===== src/rtl/i2c_seq_pkg.sv =====
// Shared types and constants for the I2C burst sequencer.
// Holds the FSM state encoding, the retry budget and the repeated-start hold computation.
package i2c_seq_pkg;

  typedef enum logic [3:0] {
    IDLE,
    WR_ISSUE,
    WR_WAIT,
    PTR_ISSUE,
    PTR_WAIT,
    HOLD,
    RD_ISSUE,
    RD_WAIT,
    NEXT,
    FINISH
  } seq_state_t;

  localparam int RETRY_LIMIT = 3;

  // Hold length in clock cycles: truncated ns-to-cycles conversion, never below one cycle.
  function automatic int hold_cycles(input longint clk_freq, input longint ns);
    longint c;
    c = (clk_freq * ns) / 64'd1_000_000_000;
    if (c < 1) c = 1;
    return int'(c);
  endfunction

endpackage


===== src/rtl/i2c_burst_sequencer_if.sv =====
// User request and controller-side signals of the I2C burst sequencer.
// slave: the sequencer's view; master: the view of the logic surrounding it.
interface i2c_burst_sequencer_if #(
  parameter int MAX_BYTES = 4
);
  localparam int CW = $clog2(MAX_BYTES + 1);

  logic                   start;
  logic                   rd_wr;
  logic [6:0]             bus_address;
  logic [7:0]             reg_address;
  logic [CW-1:0]          byte_count;
  logic [8*MAX_BYTES-1:0] wr_data;
  logic [8*MAX_BYTES-1:0] rd_data;
  logic                   busy;
  logic                   done;
  logic                   error;

  logic                   ctl_start;
  logic                   ctl_repeat_start;
  logic                   ctl_continu;
  logic                   ctl_rd_wr;
  logic [6:0]             ctl_bus_address;
  logic [7:0]             ctl_address;
  logic [7:0]             ctl_data_to_send;
  logic [7:0]             ctl_data_received;
  logic                   ctl_busy;
  logic                   ctl_done;
  logic                   ctl_error;

  modport slave (
    input  start, rd_wr, bus_address, reg_address, byte_count, wr_data,
    output rd_data, busy, done, error,
    output ctl_start, ctl_repeat_start, ctl_continu, ctl_rd_wr,
    output ctl_bus_address, ctl_address, ctl_data_to_send,
    input  ctl_data_received, ctl_busy, ctl_done, ctl_error
  );

  modport master (
    output start, rd_wr, bus_address, reg_address, byte_count, wr_data,
    input  rd_data, busy, done, error,
    input  ctl_start, ctl_repeat_start, ctl_continu, ctl_rd_wr,
    input  ctl_bus_address, ctl_address, ctl_data_to_send,
    output ctl_data_received, ctl_busy, ctl_done, ctl_error
  );

endinterface


===== src/rtl/i2c_hold_timer.sv =====
// Loadable down-counter used for the repeated-start hold and the retry back-off.
// expired is high whenever the count has reached zero.
module i2c_hold_timer #(
  parameter int W = 10
) (
  input  logic         clk,
  input  logic         rst,
  input  logic         load,
  input  logic [W-1:0] load_val,
  output logic         expired
);

  logic [W-1:0] cnt;

  always_ff @(posedge clk or posedge rst) begin
    if (rst)               cnt <= '0;
    else if (load)         cnt <= load_val;
    else if (cnt != '0)    cnt <= cnt - W'(1);
  end

  assign expired = (cnt == '0);

endmodule


===== src/rtl/i2c_burst_sequencer.sv =====
// Expands one multi-byte register read/write request into single-byte i2c_controller operations.
// Optional `I2C_SEQ_RETRY_EN: restart the whole request after a controller error, up to RETRY_LIMIT times.
module i2c_burst_sequencer
  import i2c_seq_pkg::*;
#(
  parameter int CLK_FREQ       = 100_000_000,
  parameter int MAX_BYTES      = 4,
  parameter int REPEAT_HOLD_NS = 10000
) (
  input logic                  clk,
  input logic                  rst,
  i2c_burst_sequencer_if.slave bus
);

  localparam int CW          = $clog2(MAX_BYTES + 1);
  localparam int DW          = 8 * MAX_BYTES;
  localparam int HOLD_CYCLES = hold_cycles(longint'(CLK_FREQ), longint'(REPEAT_HOLD_NS));
  localparam int TW          = $clog2(HOLD_CYCLES + 1);

  seq_state_t    state, state_d;
  logic [CW-1:0] idx, idx_d;
  logic [CW-1:0] n_last, n_last_d;
  logic          rw_q, rw_d;
  logic [7:0]    reg_q, reg_d;
  logic [DW-1:0] wdata_q, wdata_d;
  logic [DW-1:0] rd_q, rd_d;
  logic          busy_q, busy_d;
  logic          done_q, done_d;
  logic          error_q, error_d;
  logic          cs_q, cs_d;
  logic          rpt_q, rpt_d;
  logic          crw_q, crw_d;
  logic [6:0]    cbus_q, cbus_d;
  logic [7:0]    caddr_q, caddr_d;
  logic [7:0]    cdata_q, cdata_d;
  logic          timer_load;
  logic          timer_expired;
  int            sel;
`ifdef I2C_SEQ_RETRY_EN
  logic [1:0]    retry_q, retry_d;
  logic          retrying_q, retrying_d;
`endif

  i2c_hold_timer #(.W(TW)) u_hold (
    .clk      (clk),
    .rst      (rst),
    .load     (timer_load),
    .load_val (TW'(HOLD_CYCLES - 1)),
    .expired  (timer_expired)
  );

  always_ff @(posedge clk or posedge rst) begin
    if (rst) begin
      state   <= IDLE;
      idx     <= '0;
      n_last  <= '0;
      rw_q    <= 1'b0;
      reg_q   <= '0;
      wdata_q <= '0;
      rd_q    <= '0;
      busy_q  <= 1'b0;
      done_q  <= 1'b0;
      error_q <= 1'b0;
      cs_q    <= 1'b0;
      rpt_q   <= 1'b0;
      crw_q   <= 1'b0;
      cbus_q  <= '0;
      caddr_q <= '0;
      cdata_q <= '0;
`ifdef I2C_SEQ_RETRY_EN
      retry_q    <= '0;
      retrying_q <= 1'b0;
`endif
    end else begin
      state   <= state_d;
      idx     <= idx_d;
      n_last  <= n_last_d;
      rw_q    <= rw_d;
      reg_q   <= reg_d;
      wdata_q <= wdata_d;
      rd_q    <= rd_d;
      busy_q  <= busy_d;
      done_q  <= done_d;
      error_q <= error_d;
      cs_q    <= cs_d;
      rpt_q   <= rpt_d;
      crw_q   <= crw_d;
      cbus_q  <= cbus_d;
      caddr_q <= caddr_d;
      cdata_q <= cdata_d;
`ifdef I2C_SEQ_RETRY_EN
      retry_q    <= retry_d;
      retrying_q <= retrying_d;
`endif
    end
  end

  always_comb begin
    state_d    = state;
    idx_d      = idx;
    n_last_d   = n_last;
    rw_d       = rw_q;
    reg_d      = reg_q;
    wdata_d    = wdata_q;
    rd_d       = rd_q;
    error_d    = error_q;
    cs_d       = 1'b0;
    crw_d      = crw_q;
    cbus_d     = cbus_q;
    caddr_d    = caddr_q;
    cdata_d    = cdata_q;
    timer_load = 1'b0;
    sel        = 8 * int'(idx);
`ifdef I2C_SEQ_RETRY_EN
    retry_d    = retry_q;
    retrying_d = retrying_q;
`endif

    unique case (state)
      IDLE: begin
        if (bus.start) begin
          rw_d    = bus.rd_wr;
          reg_d   = bus.reg_address;
          wdata_d = bus.wr_data;
          cbus_d  = bus.bus_address;
          rd_d    = '0;
          error_d = 1'b0;
          idx_d   = '0;
          // A zero count still moves one byte; oversize counts clamp to the buffer size.
          if (bus.byte_count == '0)                   n_last_d = '0;
          else if (bus.byte_count > CW'(MAX_BYTES))   n_last_d = CW'(MAX_BYTES - 1);
          else                                        n_last_d = bus.byte_count - CW'(1);
`ifdef I2C_SEQ_RETRY_EN
          retry_d    = '0;
          retrying_d = 1'b0;
`endif
          state_d = bus.rd_wr ? PTR_ISSUE : WR_ISSUE;
        end
      end

      WR_ISSUE, PTR_ISSUE, RD_ISSUE: begin
        if (!bus.ctl_busy) begin
          cs_d    = 1'b1;
          caddr_d = reg_q + 8'(idx);
          crw_d   = (state == RD_ISSUE);
          if (state == WR_ISSUE) cdata_d = wdata_q[sel +: 8];
          state_d = (state == WR_ISSUE)  ? WR_WAIT :
                    (state == PTR_ISSUE) ? PTR_WAIT : RD_WAIT;
        end
      end

      WR_WAIT, PTR_WAIT, RD_WAIT: begin
        if (bus.ctl_done) begin
          if (bus.ctl_error) begin
`ifdef I2C_SEQ_RETRY_EN
            if (retry_q != 2'(RETRY_LIMIT)) begin
              retry_d    = retry_q + 2'd1;
              retrying_d = 1'b1;
              timer_load = 1'b1;
              state_d    = HOLD;
            end else begin
              error_d = 1'b1;
              state_d = FINISH;
            end
`else
            error_d = 1'b1;
            state_d = FINISH;
`endif
          end else if (state == PTR_WAIT) begin
            timer_load = 1'b1;
            state_d    = HOLD;
          end else begin
            if (state == RD_WAIT) rd_d[sel +: 8] = bus.ctl_data_received;
            state_d = NEXT;
          end
        end
      end

      HOLD: begin
        if (timer_expired) begin
`ifdef I2C_SEQ_RETRY_EN
          if (retrying_q) begin
            retrying_d = 1'b0;
            idx_d      = '0;
            rd_d       = '0;
            state_d    = rw_q ? PTR_ISSUE : WR_ISSUE;
          end else begin
            state_d = RD_ISSUE;
          end
`else
          state_d = RD_ISSUE;
`endif
        end
      end

      NEXT: begin
        if (idx == n_last) begin
          state_d = FINISH;
        end else begin
          idx_d   = idx + CW'(1);
          state_d = rw_q ? PTR_ISSUE : WR_ISSUE;
        end
      end

      FINISH:  state_d = IDLE;
      default: state_d = IDLE;
    endcase

    // Status and repeated-start flags follow the next state so they line up with it cycle-for-cycle.
    busy_d = (state_d != IDLE) && (state_d != FINISH);
    done_d = (state_d == FINISH);
    rpt_d  = (state_d == RD_ISSUE) || (state_d == RD_WAIT);
  end

  assign bus.rd_data          = rd_q;
  assign bus.busy             = busy_q;
  assign bus.done             = done_q;
  assign bus.error            = error_q;
  assign bus.ctl_start        = cs_q;
  assign bus.ctl_repeat_start = rpt_q;
  assign bus.ctl_continu      = rpt_q;
  assign bus.ctl_rd_wr        = crw_q;
  assign bus.ctl_bus_address  = cbus_q;
  assign bus.ctl_address      = caddr_q;
  assign bus.ctl_data_to_send = cdata_q;

endmodule


===== src/flat_wrapper.sv =====
// flat-port wrapper written by rule: the top's interface ports become plain ports
module i2c_burst_sequencer_flat import i2c_seq_pkg::*;
#(
  parameter int CLK_FREQ       = 100_000_000,
  parameter int MAX_BYTES      = 4,
  parameter int REPEAT_HOLD_NS = 10000
)
  (clk, rst, bus_start, bus_rd_wr, bus_bus_address, bus_reg_address, bus_byte_count, bus_wr_data, bus_rd_data, bus_busy, bus_done, bus_error, bus_ctl_start, bus_ctl_repeat_start, bus_ctl_continu, bus_ctl_rd_wr, bus_ctl_bus_address, bus_ctl_address, bus_ctl_data_to_send, bus_ctl_data_received, bus_ctl_busy, bus_ctl_done, bus_ctl_error);
  i2c_burst_sequencer_if #(.MAX_BYTES(MAX_BYTES)) bus_i ();
  input logic clk;
  input logic rst;
  input wire logic [$bits(bus_i.start)-1:0] bus_start;
  input wire logic [$bits(bus_i.rd_wr)-1:0] bus_rd_wr;
  input wire logic [$bits(bus_i.bus_address)-1:0] bus_bus_address;
  input wire logic [$bits(bus_i.reg_address)-1:0] bus_reg_address;
  input wire logic [$bits(bus_i.byte_count)-1:0] bus_byte_count;
  input wire logic [$bits(bus_i.wr_data)-1:0] bus_wr_data;
  output wire logic [$bits(bus_i.rd_data)-1:0] bus_rd_data;
  output wire logic [$bits(bus_i.busy)-1:0] bus_busy;
  output wire logic [$bits(bus_i.done)-1:0] bus_done;
  output wire logic [$bits(bus_i.error)-1:0] bus_error;
  output wire logic [$bits(bus_i.ctl_start)-1:0] bus_ctl_start;
  output wire logic [$bits(bus_i.ctl_repeat_start)-1:0] bus_ctl_repeat_start;
  output wire logic [$bits(bus_i.ctl_continu)-1:0] bus_ctl_continu;
  output wire logic [$bits(bus_i.ctl_rd_wr)-1:0] bus_ctl_rd_wr;
  output wire logic [$bits(bus_i.ctl_bus_address)-1:0] bus_ctl_bus_address;
  output wire logic [$bits(bus_i.ctl_address)-1:0] bus_ctl_address;
  output wire logic [$bits(bus_i.ctl_data_to_send)-1:0] bus_ctl_data_to_send;
  input wire logic [$bits(bus_i.ctl_data_received)-1:0] bus_ctl_data_received;
  input wire logic [$bits(bus_i.ctl_busy)-1:0] bus_ctl_busy;
  input wire logic [$bits(bus_i.ctl_done)-1:0] bus_ctl_done;
  input wire logic [$bits(bus_i.ctl_error)-1:0] bus_ctl_error;
  assign bus_i.start = bus_start;
  assign bus_i.rd_wr = bus_rd_wr;
  assign bus_i.bus_address = bus_bus_address;
  assign bus_i.reg_address = bus_reg_address;
  assign bus_i.byte_count = bus_byte_count;
  assign bus_i.wr_data = bus_wr_data;
  assign bus_rd_data = bus_i.rd_data;
  assign bus_busy = bus_i.busy;
  assign bus_done = bus_i.done;
  assign bus_error = bus_i.error;
  assign bus_ctl_start = bus_i.ctl_start;
  assign bus_ctl_repeat_start = bus_i.ctl_repeat_start;
  assign bus_ctl_continu = bus_i.ctl_continu;
  assign bus_ctl_rd_wr = bus_i.ctl_rd_wr;
  assign bus_ctl_bus_address = bus_i.ctl_bus_address;
  assign bus_ctl_address = bus_i.ctl_address;
  assign bus_ctl_data_to_send = bus_i.ctl_data_to_send;
  assign bus_i.ctl_data_received = bus_ctl_data_received;
  assign bus_i.ctl_busy = bus_ctl_busy;
  assign bus_i.ctl_done = bus_ctl_done;
  assign bus_i.ctl_error = bus_ctl_error;
  i2c_burst_sequencer #(.CLK_FREQ(CLK_FREQ), .MAX_BYTES(MAX_BYTES), .REPEAT_HOLD_NS(REPEAT_HOLD_NS)) u_core (.clk(clk), .rst(rst), .bus(bus_i));
endmodule

===== config.mk =====
export PLATFORM = sky130hd
export DESIGN_NAME = i2c_burst_sequencer_flat
export DESIGN_NICKNAME = d
export VERILOG_FILES = /design/src/rtl/i2c_seq_pkg.sv /design/src/rtl/i2c_burst_sequencer_if.sv /design/src/rtl/i2c_hold_timer.sv /design/src/rtl/i2c_burst_sequencer.sv /design/src/flat_wrapper.sv
export SDC_FILE = /design/constraint.sdc
export NUM_CORES = 1
export LEC_CHECK = 0
export BUFFER_PORTS_ARGS = -buffer_cell sky130_fd_sc_hd__buf_4
export CORE_MARGIN = 2
export CORE_UTILIZATION = 54
export CTS_CLUSTER_DIAMETER = 150
export DETAILED_ROUTE_END_ITERATION = 6
export GPL_TIMING_DRIVEN = 0
export PLACE_DENSITY = 0.76
export SKIP_LAST_GASP = 1
export SLEW_MARGIN = 20
export SYNTH_ARGS = -nofsm -noshare
export SYNTH_HDL_FRONTEND = slang
export SYNTH_SLANG_ARGS = --single-unit
export TNS_END_PERCENT = 5

===== constraint.sdc =====
create_clock -name clk -period 3.87 [get_ports clk]
set_input_delay 0.1935 -clock clk [delete_from_list [all_inputs] [get_ports clk]]
set_output_delay 0.1935 -clock clk [all_outputs]
set_load 0.01 [all_outputs]

==> results of run 1 <==
## critical path, stage by stage, from the launching register on
cell       delay, ns
dfrtp_1         0.57
clkbuf_1        0.49
inv_1           0.21
ha_1            0.24
ha_1            0.35
inv_1           0.11
nor3_1          0.19
o2111ai_1       0.46
o31ai_1         0.41
## cell families (layout without fill, tap and decap cells)
| group | Yosys count | in the layout | synth area share (%) |
|---|---|---|---|
| flops | 122 | 122 | 52.9 |
| simple gates | 122 | 122 | 11.1 |
| compound gates | 95 | 95 | 12.5 |
| mux | 61 | 61 | 13.4 |
| buf+inv | 52 | 270 | 4.12 |
| fa+ha+maj | 17 | 17 | 3.67 |
| xor+xnor | 15 | 15 | 2.28 |
## cell usage in the layout, fill, tap and decap left out, types with 2 or more instances in the layout
master         count
buf_4            129
dfrtp_1          122
dlygate4sd3_1     59
nand2_1           52
mux2_2            51
inv_1             29
a22o_1            21
nor2_1            19
o31ai_1           18
clkbuf_16         16
o21ai_0           15
a21oi_1           14
ha_1              12
nor3_1             9
xor2_1             9
clkbuf_1           8
mux4_2             8
buf_2              7
nand3_1            7
and2_1             6
xnor2_1            6
nor2b_1            5
nand2b_1           4
bufinv_16          4
clkinv_2           4
buf_6              3
o211ai_1           3
o2111ai_2          3
or3_1              3
nand4b_1           3
maj3_1             3
inv_6              3
clkinv_4           3
a31oi_1            2
o21ai_1            2
o2111ai_1          2
o22ai_1            2
mux2i_1            2
clkinvlp_4         2
## power groups by stage
stage,sequential [mW],clock (mW),combinational [mW]
detailed placement,2.07,0,2.36
finish,2.09,1.64,2.44
global placement,2.04,0,2.28
floorplan,2.06,0,1.63
CTS,2.06,1.65,2.42
global route,2.13,1.71,2.69
## metal layers
metal	part of all wire, %	vias up
met1	41	2266
li1	-	2143
met3	6.0	30
met2	50	161
met4	2.4	0
met5	0	-
## final cells by class
type	count	area [um2]	share of cell area [%]
clock inverter	15	199	2.45
multi-input combinational	310	2480	30.5
clock buffer	17	414	5.10
inverter	30	118	1.45
timing repair buffer	186	1560	19.3
tap	136	170	2.10
buffer	22	125	1.54
sequential	122	3050	37.6
## flip-flops by register name, summed over array words and instances (netlist names), 3 cells and up
name                         count
u_core.bus.ctl_bus_address       7
u_core.n_last                    3
u_core.bus.ctl_address           8
u_core.wdata_q                  32
u_core.idx                       3
u_core.reg_q                     8
u_core.u_hold.cnt               10
u_core.bus.ctl_data_to_send      8
u_core.state                     4
u_core.bus.rd_data              32
## through the flow
| step | std cells | instance area (um2) | hold WS, ns | setup WS, ns | utilization [%] |
|---|---|---|---|---|---|
| after global placement | 746 | 6880 | 0.426 | -0.841 | 66.4 |
| after floorplan | 484 | 5770 | 0.321 | 0.434 | - |
| after detailed placement | 747 | 6920 | 0.254 | 0.761 | 66.7 |
| final | 838 | 8120 | 0.0258 | 0.714 | 78.3 |
| after global routing | 838 | 8120 | 0.0685 | 0.499 | 78.3 |
| after CTS | 838 | 8120 | 0.0187 | 0.694 | 78.3 |
## worst paths after layout
check	slack, ns	cells after the start	from	to
min in group asynchronous	0.26	3	rst	u_core.bus.rd_data[8]
min reg2reg	0.47	2	u_core.bus.rd_data[24]	u_core.bus.rd_data[24]
max reg2reg	0.71	8	u_core.idx[1]	u_core.bus.rd_data[17]
max	0.71	8	u_core.idx[1]	u_core.bus.rd_data[17]
min	0.03	4	bus_byte_count[2]	u_core.n_last[2]
max in group asynchronous	2.91	4	rst	u_core.u_hold.cnt[5]
## what timing repair did
| action | in CTS | in global routing |
|---|---|---|
| endpoints found under the hold margin | 129 | 0 |
| resized for setup | 0 | 0 |
| hold buffers | 59 | 0 |
==> impl_metrics.json, run 1 <==
{
  "status": "complete, no violations",
  "dpl.hpwl_mm": 9.58,
  "ys_top_cells_by_area": "dfrtp_1 53%, mux2_2 10%, nand2_1 3.4%, a22o_1 3.2%, mux4_2 3.1%",
  "clkPwrFrac_pct": 26.5,
  "synth_flop_cell": "dfrtp_1",
  "pin_count": 127,
  "required_ns": 4.28,
  "ir_drop_mv": 0.562,
  "grt_first_pass_wirelength_mm": 24.3,
  "seqPwrFrac_pct": 33.9,
  "use_met2_pct": 46.1,
  "critPathMaxFanout": 10,
  "core_um2": 10400,
  "cp-end-kind": "register",
  "dieWidth_um": 107,
  "final_layout_size_suffix_gt1_share_pct": 35.0,
  "drtAntennaViolNets": 0,
  "use_met1_pct": 34.5,
  "setup-violations-final": 0,
  "postCtsSetupBuffers": 0,
  "nFillCells": 636,
  "busiest_layer": "met2",
  "p_comb_share_pct": 39.6,
  "synthArstFlopShare_pct": 100,
  "syn_avg_cell_area_um2": 11.9,
  "netlist_instances": 484,
  "syn_nets": 562,
  "worstMarginPinSlew_ns": 0.907,
  "cts_buffer_depth": 2,
  "p_per_area_nw_per_um2": 759,
  "syn_area_um2": 5770,
  "synth_edf_count": 0,
  "viasPerCell": 5.49,
  "leakagePower_nw": 3.74,
  "synth.cells.most_frequent": "122 x dfrtp_1, 52 x nand2_1, 51 x mux2_2, 30 x inv_1, 21 x a22o_1",
  "clk_pin_slew_ns": 0.06,
  "p_sw_share_pct": 35.1,
  "slew_viol_final": 0,
  "finalPower_mw": 6.17,
  "die_h_um": 107,
  "synth_top_area_cell": "dfrtp_1",
  "rsz0062_at_grt": "no",
  "grt_pass1_vias": 4796,
  "drt_iter0_drc": 241,
  "met3_usage_pct": 7.87,
  "syn_to_final_growth_pct": 40.8,
  "routedWlPerCell_um": 18.0,
  "portBuffers": 126,
  "gp_congestion": 0.851,
  "synth.most_common_cell": "dfrtp_1",
  "routed_wl_mm": 15.1,
  "antenna_found_initial": 0,
  "relSlewSlack_pct": 39.5,
  "min_period_ns": 3.16,
  "worstHoldPathType": "primary input to register",
  "dr.pass1.iters": 4,
  "gr-usage-all-layers_pct": 27.6,
  "fin_crit_sh_pct": 81.5,
  "clock-root-buffer": "clkbuf_8",
  "synth_top_area_share_pct": 52.9,
  "synth_cell_types": 62,
  "overflow": 0,
  "cts_sinks": 122,
  "yosysSeqAreaShare_pct": 52.9,
  "fmax_ghz": 0.317,
  "arrival_ns": 3.57,
  "cts_tree": "done",
  "dieArea_um2": 11500,
  "fp-row-count": 37,
  "drc_errors": 0,
  "nNetsFinal": 767,
  "htree_levels": 4,
  "switchingPower_mw": 2.16,
  "ys_ff_latch": 122,
  "fin_tns_setup_ns": 0,
  "internal_power_mw": 4.00,
  "via_count": 4600,
  "hold_violations": 0,
  "antennaDiodeCount": 0,
  "grt_max_degree": 76,
  "yosys_warnings": 0,
  "cp-start-kind": "register",
  "path_class": "register to register",
  "numCtsBuffers": 17,
  "initial_core_util_pct": 55.6,
  "skew_ns": 0.00614,
  "max_cap_violations": 0,
  "clkLatencyLatePin_ns": 0.53
}
(Power assumes the default switching activity.)
==> inputs of run 2 (changes only) <==
Settings changed: ABC_AREA from default to 1, CORE_UTILIZATION 54 to 55, PLACE_DENSITY 0.76 to 0.77.
Clock period 3.87 ns to 3.2 ns, I/O delays scaled along.
==> impl_metrics.json, run 2 <==
{
  "hold_start": "bus_ctl_data_received[1]",
  "cp_slowest_cell": "buf_1",
  "synth_flop_cell": "dfrtp_1",
  "cts_sinks": 122,
  "synth_cell_types": 37,
  "synthArstFlopShare_pct": 100,
  "core_um2": 10700,
  "gr-usage-all-layers_pct": 28.9,
  "dpl.hpwl_mm": 10.7,
  "ys_ff_latch": 122,
  "dieArea_um2": 11700,
  "arrival_ns": 3.26,
  "path_class": "register to register",
  "crit_top_cell": "nand2_1",
  "crit_family": "simple AND/OR/NAND/NOR gates",
  "post-place-ws_ns": 0.463,
  "clock-root-buffer": "clkbuf_8",
  "synth_edf_count": 0,
  "cts_buffer_depth": 2,
  "ys_top_cells_by_area": "dfrtp_1 51%, nand2_1 18%, inv_1 5.2%, o21ai_0 3.1%, nand3_1 2.7%",
  "cts_tree": "done",
  "clkLatencyLatePin_ns": 0.52,
  "gp_congestion": 0.950,
  "dieWidth_um": 108,
  "fmax_ghz": 0.356,
  "grt_max_degree": 32,
  "post_cts_resized": 0,
  "skew_ns": 0.00546,
  "layout_common_cells": "291 x nand2_1, 129 x buf_4, 122 x dfrtp_1, 81 x inv_1, 53 x dlygate4sd3_1",
  "syn_area_um2": 5960,
  "cp_num_buf_inv": 2,
  "yosys_warnings": 0,
  "setup-violations-final": 0,
  "die_h_um": 108,
  "postCtsSetupBuffers": 0,
  "pin_count": 127,
  "slowest_delay_ns": 0.55,
  "layout.cells.non_filler": 1098,
  "startpoint": "u_core.idx[1]",
  "fin_tns_setup_ns": 0,
  "hold_violations": 0,
  "slew_viol_final": 0,
  "worstReg2RegStart": "u_core.idx[1]",
  "critPathMaxFanout": 12,
  "fin_util_pct": 77.6,
  "dp_cells": 1013,
  "final_layout_size_suffix_gt1_share_pct": 20.3,
  "initial_core_util_pct": 55.7,
  "antenna_found_initial": 0,
  "syn_avg_cell_area_um2": 8.03,
  "nNetsFinal": 1023,
  "fin_crit_sh_pct": 87.7,
  "min_period_ns": 2.81,
  "routed_wl_mm": 15.9,
  "place_area_um2": 7180,
  "grt_first_pass_wirelength_mm": 26.3,
  "syn_to_final_growth_pct": 39.2,
  "fin_ws_ns": 0.395,
  "portBuffers": 126,
  "p_per_area_nw_per_um2": 890,
  "rsz0062_at_grt": "no",
  "syn_nets": 821,
  "grt_pass1_vias": 5729,
  "ir_drop_mv": 0.507,
  "synth.cells.most_frequent": "291 x nand2_1, 122 x dfrtp_1, 82 x inv_1, 37 x nor2_1, 37 x o21ai_0",
  "required_ns": 3.65,
  "viasPerCell": 5.14,
  "numCtsBuffers": 17,
  "status": "complete, no violations",
  "cp-start-kind": "register",
  "synth_top_area_share_pct": 51.2,
  "htree_levels": 4,
  "routedWlPerCell_um": 14.5,
  "drtAntennaViolNets": 0,
  "relSlewSlack_pct": 55.5,
  "cp_cell_sequence": "inv_1, buf_1, ha_1, ha_1, nor3_1, nand2_1, nor2_4, nand2_1, nand2_1",
  "worstMarginPinSlew_ns": 0.668,
  "via_count": 5642,
  "dr.pass1.iters": 5,
  "drc_errors": 0,
  "drt_iter0_drc": 306,
  "max_cap_violations": 0,
  "worstHoldPathType": "primary input to register",
  "synth_top_area_cell": "dfrtp_1",
  "netlist_instances": 743,
  "cp-end-kind": "register",
  "overflow": 0,
  "final_cell_area_um2": 8300,
  "final_common_cell": "nand2_1",
  "antennaDiodeCount": 0,
  "synth.most_common_cell": "nand2_1",
  "fp-row-count": 38,
  "clk_pin_slew_ns": 0.06,
  "yosysSeqAreaShare_pct": 51.2,
  "leakagePower_nw": 4.37
}
-- run 2: worst reg2reg max path, cell delays in order (launching register included) --
cell	delay, ns
dfrtp_1	0.53
inv_1	0.24
buf_1	0.55
ha_1	0.27
ha_1	0.29
nor3_1	0.32
nand2_1	0.14
nor2_4	0.21
nand2_1	0.10
nand2_1	0.09
-- run 2: stage by stage --
| stage | total power [mW] | hold slack [ns] |
|---|---|---|
| 2_1_floorplan | 4.41 | 0.254 |
| 3_3_place_gp | 5.22 | 0.360 |
| 3_5_place_dp | 5.35 | 0.220 |
| 4_1_cts | 7.37 | 0.00282 |
| 5_1_grt | 7.91 | 0.0261 |
| 6_report | 7.39 | 0.0174 |
-- run 2: worst paths after layout --
path	end	slack (ns)	cells after the start
setup / recovery	u_core.bus.rd_data[5]	0.39	9
hold / removal	u_core.bus.rd_data[1]	0.02	5
hold reg to reg	u_core.wdata_q[20]	0.48	2
setup reg to reg	u_core.bus.rd_data[5]	0.39	9
max in group asynchronous	u_core.wdata_q[13]	2.08	6
min in group asynchronous	u_core.bus.ctl_address[7]	0.23	3
-- run 2: metal layers --
metal	routed length [um]	track usage [%]	share of wire (%)
met3	937	6.03	5.9
met1	6510	35.5	41
met4	352	10.7	2.2
met5	0	0	0
met2	8100	50.1	51
-- run 2: timing repair --
action                                 CTS  global route
setup endpoints to repair                0             0
hold buffers                            53             0
endpoints found under the hold margin   72             0
-- run 2: kinds of logic (layout without fill, tap and decap cells) --
logic type / after synthesis / after routing / synth area share [%]
compound gates: 103 / 103 / 9.76
xor+xnor: 9 / 9 / 1.32
fa+ha+maj: 13 / 13 / 2.85
buf+inv: 113 / 328 / 7.81
flops: 122 / 122 / 51.2
simple gates: 383 / 383 / 27.1
-- run 2: final cells by class --
class	count	area, um2
well taps	140	175
flip-flops and latches	122	3050
multi-input cells	508	2440
clock buffers	24	480
inverters	87	330
clock inverters	8	115
fillers	770	2400
repair buffers	183	1560
plain buffers	26	139
-- run 2: where the power goes --
group | switching (mW) | internal (mW)
Combinational | 1.87 | 1.16
Sequential | 0.338 | 2.09
Clock | 0.668 | 1.26
==> inputs of run 3 (changes only) <==
Settings changed: REMOVE_ABC_BUFFERS from default to 1.
==> impl_metrics.json, run 3 (synthesis gave the netlist of run 2 again) <==
{
  "crit_family": "simple AND/OR/NAND/NOR gates",
  "final_common_cell": "nand2_1",
  "numCtsBuffers": 17,
  "drt_iter0_drc": 351,
  "routedWlPerCell_um": 14.4,
  "worstMarginPinSlew_ns": 0.754,
  "slew_viol_final": 0,
  "relSlewSlack_pct": 49.6,
  "initial_core_util_pct": 55.7,
  "min_period_ns": 2.78,
  "overflow": 0,
  "skew_ns": 0.00705,
  "leakagePower_nw": 4.30,
  "gr-usage-all-layers_pct": 28.3,
  "viasPerCell": 5.13,
  "slowest_delay_ns": 0.74,
  "fp-row-count": 38,
  "nNetsFinal": 1003,
  "grt_max_degree": 63,
  "drc_errors": 0,
  "clkPwrFrac_pct": 25.3,
  "max_cap_violations": 0,
  "setup-violations-final": 0,
  "syn_to_final_growth_pct": 37.3,
  "grt_pass1_vias": 5505,
  "ir_drop_mv": 0.615,
  "seqPwrFrac_pct": 35.6,
  "drtAntennaViolNets": 0,
  "p_sw_share_pct": 39.5,
  "required_ns": 3.67,
  "top_layer": "met4",
  "fmax_ghz": 0.360,
  "nFillCells": 767,
  "cts_buffer_depth": 2,
  "arrival_ns": 3.25,
  "dieWidth_um": 108,
  "cp-start-kind": "register",
  "pin_count": 127,
  "cp-end-kind": "register",
  "layout_common_cells": "291 x nand2_1, 126 x buf_4, 121 x dfrtp_1, 81 x inv_1, 60 x dlygate4sd3_1",
  "via_count": 5525,
  "clk_pin_slew_ns": 0.06,
  "dieArea_um2": 11700,
  "internal_power_mw": 4.30,
  "cp_num_buf_inv": 1,
  "core_um2": 10700,
  "portBuffers": 126,
  "drt-met1-wl_mm": 6.40,
  "final_layout_size_suffix_gt1_share_pct": 19.3,
  "clock-root-buffer": "clkbuf_8",
  "rsz0062_at_grt": "no",
  "routed_wl_mm": 15.5,
  "cts_sinks": 122,
  "antenna_found_initial": 0,
  "met3_length_um": 802,
  "postCtsSetupBuffers": 0,
  "cp_slowest_cell": "dfrtp_4",
  "worstHoldPathType": "primary input to register",
  "p_comb_share_pct": 39.0,
  "die_h_um": 108,
  "switchingPower_mw": 2.80,
  "grt_first_pass_wirelength_mm": 25.7,
  "cp_cell_sequence": "inv_1, ha_1, ha_1, nor3_1, nand2_1, nor2_4, nand2_1, nand2_1",
  "cts_tree": "done",
  "dr.pass1.iters": 5,
  "htree_levels": 4,
  "critPathMaxFanout": 46,
  "dpl.hpwl_mm": 9.62,
  "whs_ns": 0.0135,
  "fin_crit_sh_pct": 86.8,
  "gp_congestion": 0.853,
  "antennaDiodeCount": 0,
  "fin_tns_setup_ns": 0,
  "path_class": "register to register",
  "crit_top_cell": "nand2_1",
  "hold_violations": 0,
  "clkLatencyLatePin_ns": 0.54,
  "p_per_area_nw_per_um2": 867,
  "status": "complete, no violations",
  "dr_wl_met2_mm": 8.02
}
run 3: power groups by stage:
stage                     clock [mW]  sequential, mW  combinational (mW)
after global routing            1.89            2.59                3.12
after floorplan                    0            2.51                1.75
after CTS                       1.81            2.51                2.75
after detailed placement           0            2.52                2.66
after global placement             0            2.50                2.52
final                           1.80            2.53                2.77
run 3: worst paths after layout:
path / start / end / slack (ns) / cells past startpoint
worst max register to register: u_core.idx[0] / u_core.bus.rd_data[3] / 0.42 / 8
worst max-delay path: u_core.idx[0] / u_core.bus.rd_data[3] / 0.42 / 8
worst min-delay path: bus_start / u_core.bus.error / 0.01 / 4
max in group asynchronous: rst / u_core.idx[0] / 2.24 / 4
min in group asynchronous: rst / u_core.u_hold.cnt[0] / 0.25 / 3
worst min register to register: u_core.wdata_q[29] / u_core.wdata_q[29] / 0.47 / 2
run 3: stage by stage:
step / instance area, um2 / util, % / power (mW) / setup slack [ns] / std cells
final: 8190 / 76.5 / 7.10 / 0.423 / 1077
after global routing: 8190 / 76.5 / 7.60 / 0.273 / 1077
after CTS: 8180 / 76.5 / 7.07 / 0.190 / 1077
after detailed placement: 7030 / 65.7 / 5.18 / 0.211 / 986
after global placement: 6950 / 64.9 / 5.02 / -1.52 / 983
after floorplan: 5820 / - / 4.26 / -0.203 / 717
run 3: repair_timing:
action / CTS / global route
endpoints found under the hold margin: 126 / 0
endpoints found under the setup margin: 0 / 4
gates resized for setup: 0 / 1
hold buffers: 60 / 0
run 3: layout make-up:
type | instances | area (um2) | area share [%]
flip-flops and latches | 122 | 3060 | 37.3
well taps | 140 | 175 | 2.14
clock buffers | 22 | 453 | 5.53
multi-input cells | 508 | 2450 | 29.9
inverters | 87 | 332 | 4.05
clock inverters | 9 | 97.6 | 1.19
repair buffers | 189 | 1620 | 19.8
run 3: tightest hold or removal path: cells and delay by family:
family          cells  cell delay [ns]
buf+inv             2             0.14
simple gates        1             0.14
compound gates      1             0.05
run 3: per-layer routing:
layer,GRT usage (%),up-vias
met5,0,-
met4,9.25,0
met3,6.57,25
met2,49.6,163
met1,34.6,2631
li1,-,2706
